### src/rtl/ducddc_setting_sched.sv
// Settings-bus scheduler for one DUC/DDC chain: round-robin arbitration of atomic write
// bursts onto set_stb/set_addr/set_data, strobe spacing, and a flush pulse after rate writes.
module ducddc_setting_sched #(
  parameter int unsigned  NUM_REQ       = 3,
  parameter int unsigned  STB_GAP       = 1,
  parameter int unsigned  CLEAR_CYCLES  = 4,
  parameter int unsigned  TIMEOUT       = 64,
  parameter logic [255:0] RATE_ADDR_MAP = (256'd1 << 128) | (256'd1 << 129) |
                                          (256'd1 << 131) | (256'd1 << 143)
) (
  input  logic                       clk,
  input  logic                       reset_n,
  input  logic [NUM_REQ*40-1:0]      req_tdata,
  input  logic [NUM_REQ-1:0]         req_tlast,
  input  logic [NUM_REQ-1:0]         req_tvalid,
  output logic [NUM_REQ-1:0]         req_tready,
  output logic                       set_stb,
  output logic [7:0]                 set_addr,
  output logic [31:0]                set_data,
  output logic                       clear_user,
  output logic                       busy,
  output logic [$clog2(NUM_REQ)-1:0] grant_id,
  output logic                       err_timeout
);

  localparam int unsigned IdW    = $clog2(NUM_REQ);
  localparam int unsigned StallW = $clog2(TIMEOUT + 1);

  typedef enum logic [1:0] {StIdle, StWrite, StClear} state_e;

  state_e              state_q, state_d;
  logic [IdW-1:0]      grant_q, grant_d;
  logic [IdW-1:0]      rr_q, rr_d;
  logic [3:0]          gap_q, gap_d;
  logic [7:0]          clr_cnt_q, clr_cnt_d;
  logic [StallW-1:0]   stall_q, stall_d;
  logic                rate_hit_q, rate_hit_d;
  logic                clr_pend_q, clr_pend_d;
  logic                stb_q, stb_d;
  logic                err_q, err_d;
  logic [7:0]          addr_q, addr_d;
  logic [31:0]         data_q, data_d;

  // Round-robin search: rotate the valid vector so the rr pointer sits at bit 0.
  logic [2*NUM_REQ-1:0] valid_dbl;
  logic [NUM_REQ-1:0]   valid_rot;
  logic [IdW-1:0]       pick_off;
  logic [IdW:0]         pick_sum;
  logic [IdW-1:0]       pick;
  logic                 pick_found;

  always_comb begin
    valid_dbl  = {req_tvalid, req_tvalid};
    valid_rot  = NUM_REQ'(valid_dbl >> rr_q);
    pick_found = |valid_rot;
    pick_off   = '0;
    for (int i = int'(NUM_REQ) - 1; i >= 0; i--) begin
      if (valid_rot[i]) pick_off = IdW'(i);
    end
    pick_sum = {1'b0, rr_q} + {1'b0, pick_off};
    if (pick_sum >= (IdW+1)'(NUM_REQ)) pick_sum = pick_sum - (IdW+1)'(NUM_REQ);
    pick = pick_sum[IdW-1:0];
  end

  // Granted requester's beat.
  logic [39:0] sel_beat;
  logic        sel_valid;
  logic        sel_last;

  always_comb begin
    sel_beat  = '0;
    sel_valid = 1'b0;
    sel_last  = 1'b0;
    for (int i = 0; i < int'(NUM_REQ); i++) begin
      if (grant_q == IdW'(i)) begin
        sel_beat  = req_tdata[i*40 +: 40];
        sel_valid = req_tvalid[i];
        sel_last  = req_tlast[i];
      end
    end
  end

  logic           can_accept;
  logic           hs;
  logic           beat_rate;
  logic           hit_now;
  logic           stall_inc;
  logic [IdW-1:0] rr_next;

  // A pending clear holds WRITE one extra cycle so the flush never overlaps the last strobe.
  assign can_accept = (state_q == StWrite) && !clr_pend_q && (gap_q == 4'd0);
  assign hs         = can_accept && sel_valid;
  assign stall_inc  = can_accept && !sel_valid;
  assign beat_rate  = RATE_ADDR_MAP[sel_beat[39:32]];
  assign hit_now    = rate_hit_q || beat_rate;
  assign rr_next    = (grant_q == IdW'(NUM_REQ - 1)) ? '0 : grant_q + IdW'(1);

  always_comb begin
    req_tready = '0;
    for (int i = 0; i < int'(NUM_REQ); i++) begin
      req_tready[i] = can_accept && (grant_q == IdW'(i));
    end
  end

  always_comb begin
    state_d    = state_q;
    grant_d    = grant_q;
    rr_d       = rr_q;
    gap_d      = gap_q;
    clr_cnt_d  = clr_cnt_q;
    stall_d    = stall_q;
    rate_hit_d = rate_hit_q;
    clr_pend_d = clr_pend_q;
    stb_d      = 1'b0;
    err_d      = 1'b0;
    addr_d     = addr_q;
    data_d     = data_q;

    if (hs) begin
      gap_d = 4'(STB_GAP);
    end else if (gap_q != 4'd0) begin
      gap_d = gap_q - 4'd1;
    end

    unique case (state_q)
      StIdle: begin
        stall_d = '0;
        if (pick_found) begin
          grant_d = pick;
          state_d = StWrite;
        end
      end
      StWrite: begin
        if (clr_pend_q) begin
          clr_pend_d = 1'b0;
          clr_cnt_d  = 8'(CLEAR_CYCLES - 1);
          state_d    = StClear;
        end else if (hs) begin
          stb_d      = 1'b1;
          addr_d     = sel_beat[39:32];
          data_d     = sel_beat[31:0];
          stall_d    = '0;
          rate_hit_d = hit_now;
          if (sel_last) begin
            rr_d       = rr_next;
            rate_hit_d = 1'b0;
            if (hit_now) clr_pend_d = 1'b1;
            else         state_d    = StIdle;
          end
        end else if (stall_inc) begin
          stall_d = stall_q + StallW'(1);
          if (stall_q == StallW'(TIMEOUT - 1)) begin
            err_d      = 1'b1;
            stall_d    = '0;
            rr_d       = rr_next;
            rate_hit_d = 1'b0;
            if (rate_hit_q) begin
              clr_cnt_d = 8'(CLEAR_CYCLES - 1);
              state_d   = StClear;
            end else begin
              state_d   = StIdle;
            end
          end
        end
      end
      StClear: begin
        if (clr_cnt_q == 8'd0) state_d = StIdle;
        else                   clr_cnt_d = clr_cnt_q - 8'd1;
      end
      default: state_d = StIdle;
    endcase
  end

  always_ff @(posedge clk or negedge reset_n) begin
    if (!reset_n) begin
      state_q    <= StIdle;
      grant_q    <= '0;
      rr_q       <= '0;
      gap_q      <= '0;
      clr_cnt_q  <= '0;
      stall_q    <= '0;
      rate_hit_q <= 1'b0;
      clr_pend_q <= 1'b0;
      stb_q      <= 1'b0;
      err_q      <= 1'b0;
      addr_q     <= '0;
      data_q     <= '0;
    end else begin
      state_q    <= state_d;
      grant_q    <= grant_d;
      rr_q       <= rr_d;
      gap_q      <= gap_d;
      clr_cnt_q  <= clr_cnt_d;
      stall_q    <= stall_d;
      rate_hit_q <= rate_hit_d;
      clr_pend_q <= clr_pend_d;
      stb_q      <= stb_d;
      err_q      <= err_d;
      addr_q     <= addr_d;
      data_q     <= data_d;
    end
  end

  assign set_stb     = stb_q;
  assign set_addr    = addr_q;
  assign set_data    = data_q;
  assign clear_user  = (state_q == StClear);
  assign busy        = (state_q != StIdle);
  assign grant_id    = grant_q;
  assign err_timeout = err_q;

endmodule

### config.mk
export PLATFORM = sky130hd
export DESIGN_NAME = ducddc_setting_sched
export DESIGN_NICKNAME = d
export VERILOG_FILES = /design/src/rtl/ducddc_setting_sched.sv
export SDC_FILE = /design/constraint.sdc
export NUM_CORES = 1
export LEC_CHECK = 0
export ABC_AREA = 1
export BUFFER_PORTS_ARGS = -buffer_cell sky130_fd_sc_hd__buf_2
export CORE_UTILIZATION = 30
export CTS_CLUSTER_SIZE = 10
export DETAILED_ROUTE_END_ITERATION = 12
export GPL_TIMING_DRIVEN = 1
export PLACE_DENSITY = 0.58
export SYNTH_ARGS = -nofsm -noshare
export SYNTH_HDL_FRONTEND = slang
export SYNTH_SLANG_ARGS = --single-unit
### constraint.sdc
create_clock -name clk -period 2.4 [get_ports clk]
set_clock_uncertainty 0.1 [all_clocks]
set_input_delay 0.12 -clock clk [delete_from_list [all_inputs] [get_ports clk]]
set_output_delay 0.12 -clock clk [all_outputs]
set_load 0.01 [all_outputs]
After elaboration in Yosys (flattened, before gate mapping) --
Memories as Yosys holds them, arrays and structs flattened. Index checks and enable logic that the tools add are counted.
Word-level totals: bits in registers 69, bits of input ports 128, memories kept 1, output and inout bits 49, bits in read-only memories 256
Memory list:
- (no name shown) | depth 256, bits a word 1, read ports 1, clocked after Yosys merged registers in 0, write ports 0, line 94 | assign beat_rate = RATE_ADDR_MAP[sel_beat[39:32]];
Cells by class: add/sub/neg operators 6, shift operators 1, bitwise logic cells 1, equal/unequal tests 19, muxes and demuxes 59, order comparisons 2, reductions and logical operators 29
Operators by type and width (count):
- 40-bit 2-to-1 mux | 3
- 8-bit 2-to-1 mux | 6
- 2-bit 2-to-1 mux | 18
- 7-bit 2-to-1 mux | 4
- 1-bit 2-to-1 mux | 23
- 8-bit case mux with 2 select lines | 1
- 7-bit case mux with 2 select lines | 1
- 3-bit != test (second input constant) | 4
- 4-bit != test (second input constant) | 3
- 6-bit AND reduction | 2
- 2-bit nonzero test | 6
- 8-bit by 9-bit less-than comparator with 1-bit output (second input constant) | 1
- 8-bit zero test | 1
- 4-bit 2-to-1 mux | 2
- 2-bit != test (second input constant) | 4
- 8-bit by 1-bit subtractor with 8-bit output (second input constant) | 1
- 7-bit by 1-bit adder with 7-bit output (second input constant) | 1
- 7-bit by 6-bit == test with 1-bit output (second input constant) | 1
- 1-bit logical AND | 7
- 2-bit case mux with 3 select lines | 1
- 3-bit AND reduction | 2
- 6-bit by 2-bit right shift with 3-bit output | 1
- 5-bit AND reduction | 1
- 2-bit by 1-bit == test with 1-bit output (second input constant) | 2
- 18 further kinds | 21

Longest topological paths before layout --
Gate-level depths: netlist (run 1).
word-level depth 12, mapped depth 16, depth with buffers taken out 16

Worst setup path after synthesis (run 1) --
Ideal clock, no wire load.
path type register -> register, start register rr_q[0], end register grant_q[1] (netlist: grant_id[1]), library setup time 83 ps, clock period less this slack 2413 ps, required time 2217 ps, slack -13 ps, cell stages (with the launch flop) 15, arrival time 2231 ps, cells stage by stage dfrtp_1 o21ai_0 nand2_1 o21ai_0 inv_1 nor2_1 ha_1 inv_1 fa_1 inv_1 ha_1 nand3b_1 nor2_1 a21oi_1 o21ai_0
Between the ends: word-level cells in the longest chain between the ends 7, elaborated cells between the ends (all ways) 10, those cells by class 2 x add/sub; 1 x order compare; 1 x shift; 4 x mux; 2 x reduce/logical
RTL lines:
- start, declared | line 33 | logic [IdW-1:0] rr_q, rr_d;
- start signal, assigned | line 191 | rr_q <= rr_d;
- 6-bit by 2-bit right shift with 3-bit output | line 54 | valid_rot = NUM_REQ'(valid_dbl >> rr_q);
- 2-bit 2-to-1 mux (3 in a row) | line 58 | if (valid_rot[i]) pick_off = IdW'(i);
- 2-bit by 2-bit adder with 3-bit output | line 60 | pick_sum = {1'b0, rr_q} + {1'b0, pick_off};
- 3-bit by 2-bit greater-or-equal comparator with 1-bit output or 2-bit subtractor (tied branches) | line 61 | if (pick_sum >= (IdW+1)'(NUM_REQ)) pick_sum = pick_sum - (IdW+1)'(NUM_REQ);
- 2-bit 2-to-1 mux | line 61
- end signal, assigned | line 190 | grant_q <= grant_d;
- end, declared | line 32 | logic [IdW-1:0] grant_q, grant_d;
Several ways; a longest one is shown, not always the timed one. A chain may end at the register's enable or synchronous reset.

Final worst setup path (run 1) --
start register rr_q[0], end register grant_q[0] (netlist: grant_id[0])
Between the ends: word-level cells in the longest chain between the ends 7, elaborated cells between the ends (all ways) 10, those cells by class 2 x add/sub; 1 x order compare; 1 x shift; 4 x mux; 2 x reduce/logical
RTL lines (line):
- 6-bit by 2-bit right shift with 3-bit output | 54
- 2-bit 2-to-1 mux (3 in a row) | 58
- 2-bit by 2-bit adder with 3-bit output | 60
- 3-bit by 2-bit greater-or-equal comparator with 1-bit output | 61
- 2-bit 2-to-1 mux | 61
Several ways; a longest one is shown, not always the timed one.

==> impl_metrics.xml, run 1 <==
<?xml version="1.0" encoding="UTF-8"?>
<metrics>
  <group name="setup_path">
    <metric name="startpoint_of_the_lowest_slack_register_to_register_path" unit="">rr_q[0]$_DFFE_PN0P_</metric>
    <metric name="crit_path_max_fanout" unit="">8</metric>
    <metric name="reg2reg_slack" unit="ns">-0.21</metric>
    <metric name="critical_path.startpoint_type" unit="">register</metric>
    <metric name="worst_r2r_endpoint" unit="">grant_id[0]$_DFFE_PN0P_</metric>
    <metric name="crit_path_start" unit="">rr_q[0]$_DFFE_PN0P_</metric>
    <metric name="cp.required" unit="ns">2.51</metric>
    <metric name="critPathMostFrequentCell" unit="">o21ai_1</metric>
    <metric name="critical_path.top_delay_family" unit="">adder cells</metric>
    <metric name="setup.worst_path.end_class" unit="">register</metric>
    <metric name="timing.setup.critical_path_class" unit="">register to register</metric>
    <metric name="crit_path_cell_trace" unit="">o21ai_1, nand2_1, o21ai_1, nand2_1, inv_1, nand3_1, fa_1, inv_1, ha_1, nand3b_1, xnor2_1, o21ai_1</metric>
    <metric name="rr_worst_depth" unit="">12</metric>
    <metric name="timing.critical_path.buf_inv" unit="">2</metric>
    <metric name="critical_path.slowest_cell" unit="">fa_1</metric>
    <metric name="worstPathArrival" unit="ns">2.72</metric>
    <metric name="crit_path_max_incr_delay" unit="ns">0.54</metric>
  </group>
  <group name="logic_synthesis">
    <metric name="netlist.top_cell.by_area" unit="">dfrtp_1</metric>
    <metric name="adder_cell_area_share_of_the_yosys_netlist" unit="">0.0275</metric>
    <metric name="compound_gate_fraction_of_synth_area" unit="">0.138</metric>
    <metric name="syn_inst" unit="">521</metric>
    <metric name="synth_mux_area_frac" unit="">0</metric>
    <metric name="post_synth_most_frequent_cells" unit="">181 x nand2_1, 69 x dfrtp_1, 65 x nor2_1</metric>
    <metric name="syn_nets" unit="">657</metric>
    <metric name="synthSimpleGateAreaFrac" unit="">0.306</metric>
    <metric name="syn_area_per_cell" unit="sq um">7.52</metric>
    <metric name="asyncSetResetFlopFracSynth" unit="">1.00</metric>
    <metric name="main_combinational_cell_family_by_area_after_synthesis" unit="">simple AND/OR/NAND/NOR gates</metric>
    <metric name="postSynthRegisterBits" unit="">69</metric>
    <metric name="post_synth_edffs" unit="">0</metric>
    <metric name="synth-xor-area-share" unit="">0.0201</metric>
    <metric name="top_cells_by_area_synth" unit="">dfrtp_1 44%, nand2_1 17%, a41oi_1 7.2%, nor2_1 6.2%, inv_1 3.7%</metric>
    <metric name="yosysUniqueCellTypes" unit="">31</metric>
    <metric name="synth-main-ff-cell" unit="">dfrtp_1</metric>
    <metric name="yosysWarnings" unit="">0</metric>
    <metric name="ys_seq_area_frac" unit="">0.441</metric>
    <metric name="netlist.area_leader.share" unit="">0.441</metric>
    <metric name="synthMostInstantiatedCell" unit="">nand2_1</metric>
    <metric name="post_synth_instance_area" unit="sq mm">0.00392</metric>
  </group>
  <group name="sta">
    <metric name="setup_viol_count_final" unit="">2</metric>
    <metric name="rsz_0062_raised_after_global_routing" unit="">true</metric>
    <metric name="totalNegativeSetupSlack" unit="ns">-0.392</metric>
    <metric name="slew_headroom" unit="">0.503</metric>
    <metric name="fin_crit" unit="ns">2.61</metric>
    <metric name="setup_slack" unit="ns">-0.211</metric>
    <metric name="final-hold-violation-count" unit="">0</metric>
    <metric name="worst-slew-pin-transition" unit="ns">0.745</metric>
    <metric name="hold_slack" unit="ns">0.0269</metric>
    <metric name="final.period_utilization" unit="">1.09</metric>
    <metric name="final_number_of_max_transition_violations" unit="">0</metric>
    <metric name="maxClockFrequency" unit="MHz">383</metric>
  </group>
  <group name="clocking">
    <metric name="cts_num_sinks" unit="">69</metric>
    <metric name="cts_tree" unit="">yes</metric>
    <metric name="cts_buffer_depth" unit="">2</metric>
    <metric name="clock_latency" unit="ns">0.33</metric>
    <metric name="cts_buffers" unit="">9</metric>
    <metric name="htree_levels" unit="">3</metric>
    <metric name="cts.root.buffer_cell" unit="">clkbuf_16</metric>
    <metric name="cts.reportedPaths.clkPinSlew" unit="ns">0.06</metric>
  </group>
  <group name="layout">
    <metric name="n_fill_cell" unit="">1172</metric>
    <metric name="fin_nets" unit="">933</metric>
    <metric name="multiInputGateArea" unit="sq mm">0.00194</metric>
    <metric name="drive_above_1_share" unit="">0.297</metric>
    <metric name="seq_area" unit="sq mm">0.00173</metric>
    <metric name="antennaDiodeCount" unit="">0</metric>
    <metric name="areaGrowthSynthToFinish" unit="%">61.3</metric>
  </group>
  <group name="min_path">
    <metric name="worst_hold_path_type" unit="">input port to register</metric>
    <metric name="hold-path-cell-count" unit="">3</metric>
    <metric name="hp-start" unit="">req_tdata[111]</metric>
    <metric name="hold_end" unit="">set_data[31]$_DFFE_PN0P_</metric>
  </group>
  <group name="outcome">
    <metric name="outcome" unit="">finished, violations left</metric>
    <metric name="violations" unit="">negative setup slack</metric>
  </group>
  <group name="power">
    <metric name="worst_ir_drop_vdd" unit="mV">0.455</metric>
    <metric name="cellPowerDensity" unit="mW/mm^2">1090</metric>
    <metric name="leakage" unit="nW">3.14</metric>
    <metric name="p_total" unit="mW">6.92</metric>
  </group>
  <group name="floorplanning">
    <metric name="coreArea" unit="sq mm">0.0127</metric>
    <metric name="fp.dieW" unit="um">116</metric>
    <metric name="floorplan.die_area" unit="sq mm">0.0135</metric>
    <metric name="rows" unit="">41</metric>
    <metric name="floorplan.io_pins" unit="">177</metric>
    <metric name="die_y" unit="um">116</metric>
    <metric name="starting_density_of_the_core" unit="">0.309</metric>
  </group>
  <group name="global_routing">
    <metric name="first_global_vias" unit="">4678</metric>
    <metric name="wire_length_of_the_first_global_routing_pass" unit="um">21900</metric>
    <metric name="initial_antenna_violation_count" unit="">0</metric>
    <metric name="pin_count_of_the_biggest_net_entering_global_routing" unit="">64</metric>
    <metric name="globalRouteOverflowTotal" unit="">0</metric>
    <metric name="grt_util_all_layers" unit="">0.207</metric>
  </group>
  <group name="drt">
    <metric name="drtAntennaViolNets" unit="">0</metric>
    <metric name="vias_per_cell" unit="">4.82</metric>
    <metric name="drtPass1Iterations" unit="">6</metric>
    <metric name="finalWirelength" unit="um">13800</metric>
    <metric name="vias" unit="">4697</metric>
    <metric name="initialDrtViolationCount" unit="">321</metric>
    <metric name="wire_per_inst" unit="um">14.2</metric>
    <metric name="drt_drc_violations_left" unit="">0</metric>
  </group>
  <group name="placed_design">
    <metric name="dp_slack" unit="ns">-0.271</metric>
    <metric name="gpl.final_weighted_congestion" unit="">0.816</metric>
    <metric name="place_hpwl" unit="um">8820</metric>
    <metric name="port_buffers" unit="">176</metric>
  </group>
  <group name="job">
    <metric name="drv_cap" unit="">0</metric>
  </group>
</metrics>
power breakdown:
part           switching [mW]  internal [mW]  leakage (nW)
clock                   0.491          0.830         0.143
combinational            2.21           1.45          2.14
sequential              0.303           1.63         0.863
total                    3.00           3.91          3.14
state kept, by name, indices dropped and copies added (netlist names):
register	cells
err_timeout	1
set_data	32
rr_q	2
gap_q	4
clr_cnt_q	8
set_stb	1
set_addr	8
grant_id	2
rate_hit_q	1
state_q	2
clr_pend_q	1
stall_q	7
worst max path at each step:
stage / end / slack [ns] / cells after the start
2_1_floorplan: grant_id[1]$_DFFE_PN0P_ / 0.03 / 14
3_3_place_gp: grant_id[1]$_DFFE_PN0P_ / -0.07 / 14
3_5_place_dp: grant_id[0]$_DFFE_PN0P_ / -0.27 / 12
4_1_cts: grant_id[0]$_DFFE_PN0P_ / -0.14 / 13
5_1_grt: grant_id[0]$_DFFE_PN0P_ / -0.34 / 13
6_report: grant_id[0]$_DFFE_PN0P_ / -0.21 / 12
per-stage QoR:
step / cells / area (sq um) / utilization
5_1_grt: 974 / 6320 / 0.499
3_5_place_dp: 863 / 5060 / 0.400
4_1_cts: 974 / 6310 / 0.498
6_report: 974 / 6320 / 0.499
3_3_place_gp: 863 / 5060 / 0.400
2_1_floorplan: 521 / 3920 / -
worst reg2reg max path, stage by stage, from the launching register on:
cell	delay, ns
dfrtp_2	0.45
o21ai_1	0.21
nand2_1	0.07
o21ai_1	0.11
nand2_1	0.07
inv_1	0.08
nand3_1	0.09
fa_1	0.54
inv_1	0.06
ha_1	0.17
nand3b_1	0.23
xnor2_1	0.22
o21ai_1	0.09
repair_timing:
item,4_1_cts,5_1_grt
resized for setup,7,4
pin swaps,0,2
hold endpoints to repair,60,0
hold buffers,93,0
buffers inserted,2,0
gates cloned,0,0
endpoints found under the setup margin,2,4
area by class of cell:
cell class,count,area share
Timing Repair Buffer,288,0.314
Multi-Input combinational cell,386,0.307
Sequential cell,69,0.273
Clock buffer,12,0.0390
Tap cell,172,0.0340
Inverter,43,0.0259
Clock inverter,4,0.00752
per-layer routing:
metal	routed length [um]	global-route usage	vias up	part of all wire
met3	1000	0.0483	28	0.073
met1	5990	0.263	2178	0.43
li1	-	-	2250	-
met4	360	0.0957	0	0.026
met5	0	0	-	0
met2	6490	0.335	241	0.47
cell usage in the layout (no fill, tap or decap), types with 3 or more instances in the layout:
cell / Yosys / final
ha_1: 7 / 7
buf_2: 9 / 176
clkbuf_16: 0 / 9
nand4_1: 3 / 3
nand2_2: 3 / 3
nand3_1: 29 / 29
a41oi_1: 32 / 32
buf_4: 0 / 16
o22ai_1: 3 / 3
o21ai_2: 7 / 9
inv_2: 4 / 3
nor3_1: 4 / 4
a21oi_1: 10 / 10
xnor2_1: 3 / 3
xor2_1: 6 / 6
dfrtp_1: 69 / 68
nor2_2: 3 / 5
nor2_1: 65 / 63
o21ai_1: 0 / 5
dlygate4sd3_1: 0 / 93
nand2_1: 181 / 181
o21ai_0: 17 / 10
inv_1: 39 / 39
cell families after synthesis:
logic type | after synthesis
simple gates | 295
buf+inv | 66
flops | 69
xor+xnor | 9
fa+ha+maj | 8
compound gates | 74
No activity file was read; power rests on OpenSTA's default activity.
==> run 2, diff against run 1 <==
--- a/config.mk
+++ b/config.mk
@@ -12,6 +12,7 @@
 export DETAILED_ROUTE_END_ITERATION = 12
 export GPL_TIMING_DRIVEN = 1
 export PLACE_DENSITY = 0.58
+export RECOVER_POWER = 50
 export SYNTH_ARGS = -nofsm -noshare
 export SYNTH_HDL_FRONTEND = slang
 export SYNTH_SLANG_ARGS = --single-unit
==> impl_metrics.xml, run 2 (synthesis gave the netlist of run 1 again) <==
<?xml version="1.0" encoding="UTF-8"?>
<metrics>
  <group name="outcome">
    <metric name="outcome" unit="">finished, violations left</metric>
    <metric name="violations" unit="">max-capacitance violations, max-slew violations, negative setup slack</metric>
  </group>
  <group name="placed_design">
    <metric name="place_hpwl" unit="um">8820</metric>
    <metric name="post-place-cells" unit="">863</metric>
    <metric name="gpl.final_weighted_congestion" unit="">0.816</metric>
    <metric name="dp_slack" unit="ns">-0.271</metric>
    <metric name="port_buffers" unit="">176</metric>
  </group>
  <group name="clocking">
    <metric name="htree_levels" unit="">3</metric>
    <metric name="cts_buffer_depth" unit="">2</metric>
    <metric name="clock_latency" unit="ns">0.33</metric>
    <metric name="cts_tree" unit="">yes</metric>
    <metric name="cts_buffers" unit="">9</metric>
    <metric name="cts.root.buffer_cell" unit="">clkbuf_16</metric>
    <metric name="cts.reportedPaths.clkPinSlew" unit="ns">0.06</metric>
    <metric name="cts_num_sinks" unit="">69</metric>
  </group>
  <group name="layout">
    <metric name="instances_no_fill" unit="">974</metric>
    <metric name="final_core_utilization" unit="">0.494</metric>
    <metric name="multiInputGateArea" unit="sq mm">0.00194</metric>
    <metric name="areaGrowthSynthToFinish" unit="%">59.6</metric>
    <metric name="seq_area" unit="sq mm">0.00173</metric>
    <metric name="antennaDiodeCount" unit="">0</metric>
    <metric name="n_fill_cell" unit="">1190</metric>
    <metric name="fin_nets" unit="">933</metric>
    <metric name="layout_commonest_cell" unit="">nand2_1</metric>
    <metric name="drive_above_1_share" unit="">0.243</metric>
    <metric name="largest_register_ff_count" unit="">32</metric>
    <metric name="most_frequent_cells_in_the_layout" unit="">181 x nand2_1, 133 x buf_2, 93 x dlygate4sd3_1</metric>
  </group>
  <group name="global_routing">
    <metric name="pin_count_of_the_biggest_net_entering_global_routing" unit="">64</metric>
    <metric name="first_global_vias" unit="">4678</metric>
    <metric name="wire_length_of_the_first_global_routing_pass" unit="um">21900</metric>
    <metric name="initial_antenna_violation_count" unit="">0</metric>
    <metric name="globalRouteOverflowTotal" unit="">0</metric>
    <metric name="grt_util_all_layers" unit="">0.207</metric>
  </group>
  <group name="floorplanning">
    <metric name="fp.dieW" unit="um">116</metric>
    <metric name="floorplan.die_area" unit="sq mm">0.0135</metric>
    <metric name="starting_density_of_the_core" unit="">0.309</metric>
    <metric name="coreArea" unit="sq mm">0.0127</metric>
    <metric name="die_y" unit="um">116</metric>
    <metric name="rows" unit="">41</metric>
    <metric name="floorplan.io_pins" unit="">177</metric>
  </group>
  <group name="setup_path">
    <metric name="cp.required" unit="ns">2.51</metric>
    <metric name="crit_path_max_fanout" unit="">8</metric>
    <metric name="setup.worst_path.end_class" unit="">register</metric>
    <metric name="worstPathArrival" unit="ns">2.73</metric>
    <metric name="critical_path.startpoint_type" unit="">register</metric>
    <metric name="timing.setup.critical_path_class" unit="">register to register</metric>
  </group>
  <group name="sta">
    <metric name="final_number_of_max_transition_violations" unit="">31</metric>
    <metric name="maxClockFrequency" unit="MHz">383</metric>
    <metric name="slew_headroom" unit="">-0.137</metric>
    <metric name="final.period_utilization" unit="">1.09</metric>
    <metric name="setup_slack" unit="ns">-0.213</metric>
    <metric name="totalNegativeSetupSlack" unit="ns">-0.395</metric>
    <metric name="worst-slew-pin-transition" unit="ns">1.70</metric>
    <metric name="setup_viol_count_final" unit="">2</metric>
    <metric name="rsz_0062_raised_after_global_routing" unit="">true</metric>
    <metric name="final-hold-violation-count" unit="">0</metric>
    <metric name="fin_crit" unit="ns">2.61</metric>
  </group>
  <group name="power">
    <metric name="leakage" unit="nW">3.00</metric>
    <metric name="cellPowerDensity" unit="mW/mm^2">1090</metric>
    <metric name="cell_internal_pwr" unit="mW">3.82</metric>
    <metric name="worst_ir_drop_vdd" unit="mV">0.416</metric>
    <metric name="power_switching_share" unit="">0.440</metric>
    <metric name="power_frac_comb" unit="">0.522</metric>
    <metric name="clockPowerShare" unit="">0.193</metric>
    <metric name="switchingPower" unit="mW">3.01</metric>
    <metric name="power_frac_seq" unit="">0.285</metric>
  </group>
  <group name="drt">
    <metric name="wire_per_inst" unit="um">14.2</metric>
    <metric name="finalWirelength" unit="um">13800</metric>
    <metric name="vias_per_cell" unit="">4.83</metric>
    <metric name="drtAntennaViolNets" unit="">0</metric>
    <metric name="drtPass1Iterations" unit="">7</metric>
    <metric name="initialDrtViolationCount" unit="">289</metric>
    <metric name="vias" unit="">4703</metric>
    <metric name="drt_drc_violations_left" unit="">0</metric>
  </group>
  <group name="min_path">
    <metric name="worst_hold_path_type" unit="">input port to register</metric>
  </group>
  <group name="job">
    <metric name="drv_cap" unit="">1</metric>
  </group>
</metrics>
[run 2: path summary, 6_finish.rpt]
path                                               start                  endpoint  slack, ns  depth (start not counted)
max in group asynchronous                        reset_n  set_data[27]$_DFFE_PN0P_       0.18                          3
worst min register to register  clr_cnt_q[7]$_DFFE_PN0P_  clr_cnt_q[7]$_DFFE_PN0P_       0.38                          2
worst max-delay path                 rr_q[0]$_DFFE_PN0P_   grant_id[0]$_DFFE_PN0P_      -0.21                         12
min in group asynchronous                        reset_n   grant_id[0]$_DFFE_PN0P_       0.67                          2
worst max register to register       rr_q[0]$_DFFE_PN0P_   grant_id[0]$_DFFE_PN0P_      -0.21                         12
worst min-delay path                      req_tdata[111]  set_data[31]$_DFFE_PN0P_       0.03                          3
[run 2: per-layer routing]
metal	track usage	wire, um	up-vias
met3	0.0483	1020	26
met4	0.0957	305	0
met2	0.335	6520	252
met1	0.263	5960	2175
met5	0	0	-
li1	-	-	2250
[run 2: worst max-delay path, stage by stage (launching register included)]
cell and delay (ns):
dfrtp_2 0.45, o21ai_1 0.21, nand2_1 0.07, o21ai_1 0.11, nand2_1 0.07, inv_1 0.08, nand3_1 0.09, fa_1 0.54
inv_1 0.06, ha_1 0.17, nand3b_1 0.23, xnor2_1 0.22, o21ai_1 0.09
[run 2: cell type report]
| type | count | area share |
|---|---|---|
| clock buffers | 12 | 0.0394 |
| clock inverters | 4 | 0.00760 |
| inverters | 43 | 0.0262 |
| multi-input cells | 386 | 0.310 |
| flip-flops and latches | 69 | 0.276 |
| well taps | 172 | 0.0344 |
| repair buffers | 288 | 0.306 |
[run 2: power groups by stage]
stage	Combinational, mW	Sequential [mW]	Clock (mW)
after floorplan	2.03	2.08	0
after detailed placement	3.35	1.93	0
final	3.57	1.95	1.32
after global routing	3.95	2.01	1.40
after global placement	3.27	1.92	0
after CTS	3.56	1.93	1.35
[run 2: per-stage QoR]
| step | total power [mW] | hold slack [ns] | area (sq um) |
|---|---|---|---|
| 2_1_floorplan | 4.11 | -0.276 | 3920 |
| 3_3_place_gp | 5.19 | 0.118 | 5060 |
| 3_5_place_dp | 5.29 | 0.130 | 5060 |
| 4_1_cts | 6.84 | 0.0187 | 6310 |
| 5_1_grt | 7.35 | 0.0241 | 6260 |
| 6_report | 6.83 | 0.0277 | 6260 |
[run 2: what timing repair did]
item | CTS | global route
setup buffers | 2 | 0
gates resized for setup | 7 | 4
setup endpoints to repair | 2 | 4
hold endpoints to repair | 60 | 0
pin swaps | 0 | 2
hold buffers | 93 | 0
